### src/rtl/boot_loader.sv
// Boot loader: receives a framed (length, payload, checksum) word stream, writes the
// payload into the instruction ROM and holds the CPU in reset until the image verifies.
module boot_loader #(
    parameter int unsigned BASE_ADDR = 0,
    parameter int unsigned MAX_WORDS = 16384,
    parameter int unsigned TIMEOUT   = 1024
) (
    input  logic        clk,
    input  logic        reset,
    input  logic        start,
    input  logic [15:0] in_data,
    input  logic        in_valid,
    output logic        in_ready,
    output logic [14:0] rom_addr,
    output logic [15:0] rom_data,
    output logic        rom_we,
    output logic        cpu_hold,
    output logic        busy,
    output logic        done,
    output logic        error,
    output logic [14:0] words_loaded
);

    typedef enum logic [2:0] {
        S_IDLE,
        S_LEN,
        S_LOAD,
        S_CSUM,
        S_DONE,
        S_ERR
    } state_t;

    localparam int            TW    = (TIMEOUT > 1) ? $clog2(TIMEOUT + 1) : 1;
    localparam logic [TW-1:0] TLAST = TW'((TIMEOUT > 0) ? TIMEOUT - 1 : 0);
    localparam logic [14:0]   BASE  = 15'(BASE_ADDR);
    localparam logic [16:0]   MAXW  = 17'(MAX_WORDS);

    state_t        r_state, w_state_nxt;
    logic [14:0]   r_count, w_count_nxt;
    logic [14:0]   r_len, w_len_nxt;
    logic [15:0]   r_sum, w_sum_nxt;
    logic [TW-1:0] r_timer, w_timer_nxt;
    logic          w_xfer;
    logic          w_expire;
    logic          w_we_nxt;
    logic [14:0]   w_addr_nxt;
    logic [15:0]   w_data_nxt;

    // in_ready is only ever high in LEN/LOAD/CSUM, so this is the handshake qualifier
    assign w_xfer   = in_valid & in_ready;
    assign w_expire = (TIMEOUT != 0) && busy && !w_xfer && (r_timer == TLAST);

    always_comb begin
        w_state_nxt = r_state;
        w_count_nxt = r_count;
        w_len_nxt   = r_len;
        w_sum_nxt   = r_sum;
        w_timer_nxt = r_timer;
        w_we_nxt    = 1'b0;
        w_addr_nxt  = rom_addr;
        w_data_nxt  = rom_data;

        if (w_xfer) begin
            w_timer_nxt = '0;
        end else if (busy && (TIMEOUT != 0)) begin
            w_timer_nxt = r_timer + 1'b1;
        end

        case (r_state)
            S_IDLE, S_DONE, S_ERR: begin
                if (start) begin
                    w_state_nxt = S_LEN;
                    w_count_nxt = '0;
                    w_sum_nxt   = '0;
                    w_timer_nxt = '0;
                end
            end
            S_LEN: begin
                if (w_xfer) begin
                    if ((in_data == 16'd0) || ({1'b0, in_data} > MAXW)) begin
                        w_state_nxt = S_ERR;
                    end else begin
                        w_len_nxt   = in_data[14:0];
                        w_state_nxt = S_LOAD;
                    end
                end
            end
            S_LOAD: begin
                if (w_xfer) begin
                    w_we_nxt    = 1'b1;
                    w_addr_nxt  = BASE + r_count;
                    w_data_nxt  = in_data;
                    w_sum_nxt   = r_sum + in_data;
                    w_count_nxt = r_count + 15'd1;
                    if ((r_count + 15'd1) == r_len) begin
                        w_state_nxt = S_CSUM;
                    end
                end
            end
            S_CSUM: begin
                if (w_xfer) begin
                    w_state_nxt = (in_data == r_sum) ? S_DONE : S_ERR;
                end
            end
            default: w_state_nxt = S_IDLE;
        endcase

        // a transfer in the same cycle takes priority, which w_expire already encodes
        if (w_expire) begin
            w_state_nxt = S_ERR;
        end
    end

    always_ff @(posedge clk or negedge reset) begin
        if (!reset) begin
            r_state  <= S_IDLE;
            r_count  <= '0;
            r_len    <= '0;
            r_sum    <= '0;
            r_timer  <= '0;
            rom_we   <= 1'b0;
            rom_addr <= '0;
            rom_data <= '0;
            in_ready <= 1'b0;
            busy     <= 1'b0;
            done     <= 1'b0;
            error    <= 1'b0;
            cpu_hold <= 1'b1;
        end else begin
            r_state  <= w_state_nxt;
            r_count  <= w_count_nxt;
            r_len    <= w_len_nxt;
            r_sum    <= w_sum_nxt;
            r_timer  <= w_timer_nxt;
            rom_we   <= w_we_nxt;
            rom_addr <= w_addr_nxt;
            rom_data <= w_data_nxt;
            in_ready <= (w_state_nxt == S_LEN) || (w_state_nxt == S_LOAD) || (w_state_nxt == S_CSUM);
            busy     <= (w_state_nxt == S_LEN) || (w_state_nxt == S_LOAD) || (w_state_nxt == S_CSUM);
            done     <= (w_state_nxt == S_DONE);
            error    <= (w_state_nxt == S_ERR);
            cpu_hold <= (w_state_nxt != S_DONE);
        end
    end

    assign words_loaded = r_count;

endmodule

### config.mk
export PLATFORM = sky130hd
export DESIGN_NAME = boot_loader
export DESIGN_NICKNAME = d
export VERILOG_FILES = /design/src/rtl/boot_loader.sv
export SDC_FILE = /design/constraint.sdc
export NUM_CORES = 1
export LEC_CHECK = 0
export CORE_MARGIN = 3
export CORE_UTILIZATION = 55
export CTS_CLUSTER_DIAMETER = 100
export CTS_CLUSTER_SIZE = 12
export DETAILED_ROUTE_END_ITERATION = 10
export PLACE_DENSITY = 0.8
export SYNTH_ARGS = -nofsm -noshare
export SYNTH_HDL_FRONTEND = slang
export SYNTH_SLANG_ARGS = --single-unit
### constraint.sdc
create_clock -name clk -period 2.4 [get_ports clk]
set_input_delay 0.48 -clock clk [delete_from_list [all_inputs] [get_ports clk]]
set_output_delay 0.48 -clock clk [all_outputs]
set_load 0.05 [all_outputs]
==> impl_metrics.yaml <==
critical_path:
  path_class: "primary input to register"
  start_kind: "primary input"
  cp_max_fo: 7
  r2r-end: "error"
  critPathLaunch: "in_data[11]"
  reg2reg_depth: 8
  cp.arrival_ns: 2.67
  r2r_setup_slack_ns: 0.08
  crit_path_end: "r_len[8]"
  r2r-start: "r_sum[14]"
  crit_path_end_kind: "register"
  cp.required_ns: 2.65
clocking:
  cts_buffers: 9
  htreeDepth: 3
  cts_tree: "yes"
  cts_root_buf: "clkbuf_8"
  hold_buffers: 0
  clkTransAtPathRegs_ns: 0.10
  cts_buffer_depth: 2
  clk_latency_ns: 0.36
  cts_sinks: 96
power:
  total_power_mw: 6.06
  ir_drop_uv: 605
  p_leak_nw: 3.29
  powerDensity_nw_per_um2: 886
timing:
  finalMaxSlewViolations: 0
  period_minus_slack_ns: 2.41
  hold_viol: 0
  slew_headroom_pct: 43.7
  holdWs_ns: 0.0960
  fmax_mhz: 414
  clock-skew-final_ns: 0.00774
  finalSetupViolCount: 9
  worst_pin_slew_ns: 0.843
  setup_ws_ns: -0.0139
  post-route-period-util_pct: 101
route:
  vias: 4719
  drc: 0
  drt_wl_total_mm: 13.7
  via_per_inst: 5.86
  routedWlPerCell_um: 17.0
  firstDrtPassIters: 5
  ant_nets: 0
  drt_iter0_markers: 225
yosys:
  synth-main-ff-cell: "dfrtp_1"
  synth.distinct_cells: 55
  avgSynthCellArea_sq_um: 9.11
  netlist_top_cells_area: "dfrtp_1 (46%), nand2_1 (9.8%), ha_1 (4.2%)"
  synth_area_leader_cell: "dfrtp_1"
  yosysWarnings: 0
  synth-seq-cells: 96
  synth_edf_count: 0
  synth_top_area_share_pct: 46.5
  async_flop_share_pct: 100
  syn_nets: 600
  synth_seq_area_share_pct: 47.0
  netlist_area_sq_um: 5120
  postSynthCellCount: 562
job:
  cap_violations: 0
grt:
  busiest_layer: "met2"
  grt_pass1_vias: 4599
  gr-usage-met2_pct: 45.8
  use_met1_pct: 33.5
  antenna_found_initial: 0
  grt_max_degree: 76
  use_met3_pct: 3.55
  grt_pass1_wl_mm: 21.8
  overflow: 0
  grt_usage_pct: 26.3
layout:
  diodes: 0
  stdcell_count: 805
  syn_to_final_growth_pct: 33.7
  design_area_sq_um: 6840
  drive_above_1_share_pct: 20.9
  fill_cells: 570
  nets: 730
place:
  placed_area_sq_um: 6420
  dp.final_hpwl_mm: 9.35
  port_buffers: 71
  place_ws_ns: -0.687
  dp_cells: 786
  gp_congestion: 0.897
die:
  die_y_um: 102
  die_area_sq_um: 10500
  initial_utilization_pct: 57.6
  rows: 34
  core_sq_um: 8890
  die_x_um: 102
  ioPinCount: 72
worst_hold_path:
  hp-class: "primary input to async pin"
status:
  violations: "negative setup slack"
  outcome: "finished, violations left"
==> Yosys cell counts (7+ instances only) <==
| library cell | n |
|---|---|
| o21ai_0 | 39 |
| ha_1 | 17 |
| nand4_1 | 10 |
| mux2_2 | 15 |
| clkbuf_1 | 18 |
| nor2_1 | 42 |
| nand2b_1 | 7 |
| and3_1 | 7 |
| xnor2_1 | 14 |
| nand2_1 | 133 |
| nor3_1 | 11 |
| inv_1 | 9 |
| a21oi_1 | 12 |
| nand3_1 | 22 |
| nor4_1 | 11 |
| dfrtp_1 | 95 |
| xor2_1 | 24 |
==> routing by layer <==
metal | share of wire [%] | vias up | routed length [um]
met5 | 0 | - | 0
met3 | 4.6 | 42 | 636
li1 | - | 2197 | -
met1 | 42 | 2300 | 5730
met4 | 2.9 | 0 | 396
met2 | 51 | 180 | 6960
==> cell usage in the layout (no fill, tap or decap), types with 12 or more instances in the layout <==
master and instances:
xor2_1 24, nand3_1 22, buf_4 69, mux2_2 15, nor2_1 39, nand2_1 133, dfrtp_1 91, xnor2_1 14
o21ai_0 39, ha_1 14, a21oi_1 12, clkdlybuf4s50_1 54
==> critical path, stage by stage <==
cell and delay (ns):
clkdlybuf4s15_1 0.25, nor4_2 0.22, buf_4 0.16, nand4_1 0.16
mux2i_4 0.26, buf_12 0.15, nor4_4 0.30, buf_4 0.20
clkbuf_16 0.16, mux2_2 0.33
==> cell families after synthesis <==
logic type | Yosys count | synth area share, %
adder cells (fa/ha/maj) | 18 | 4.55
flip-flops | 96 | 47.0
buffers and inverters | 35 | 2.96
XOR/XNOR | 38 | 6.50
AND/OR/NAND/NOR | 267 | 24.1
AO/OA/AOI/OAI | 90 | 11.1
multiplexers | 18 | 3.89
==> state kept, by name (all words and copies together), names as in the netlist, 3 cells and up <==
signal and flops:
r_len 15, r_state 3, r_sum 16, r_timer 11, rom_addr 15, rom_data 16
words_loaded 15
==> metrics by stage <==
step	setup TNS, ns	utilization [%]
final	-0.0731	76.9
after global placement	-25.04	72.2
after CTS	0	75.5
after detailed placement	-29.27	72.2
after floorplan	0	-
after global routing	-0.921	76.9
==> worst min path at each step <==
stage / slack [ns] / endpoint / startpoint / cells past startpoint
floorplan: 0.18 / busy / reset / 0
global placement: 0.46 / rom_addr[8] / rom_addr[8] / 2
detailed placement: 0.46 / rom_data[10] / rom_data[10] / 2
CTS: 0.11 / r_timer[6] / reset / 1
global route: 0.13 / r_timer[6] / reset / 1
finish: 0.1 / r_timer[8] / reset / 1
==> power by group <==
group / internal, mW / switching, mW
Clock: 0.514 / 0.570
Combinational: 1.07 / 1.65
Sequential: 1.99 / 0.267
Total: 3.58 / 2.49
==> cell type report <==
type                    instances  area, sq um  area share, %
clock inverters                 4         53.8          0.787
clock buffers                  12          145           2.12
repair buffers                145         1310           19.1
multi-input cells             431         2760           40.3
flip-flops and latches         96         2410           35.2
inverters                       9         33.8          0.494
well taps                     108          135           1.98
==> timing repair <==
action	CTS	global route
buffers inserted	0	2
setup endpoints to repair	37	36
cloned	0	1
pin swaps	9	9
resized for setup	26	35
(Power assumes the default switching activity.)
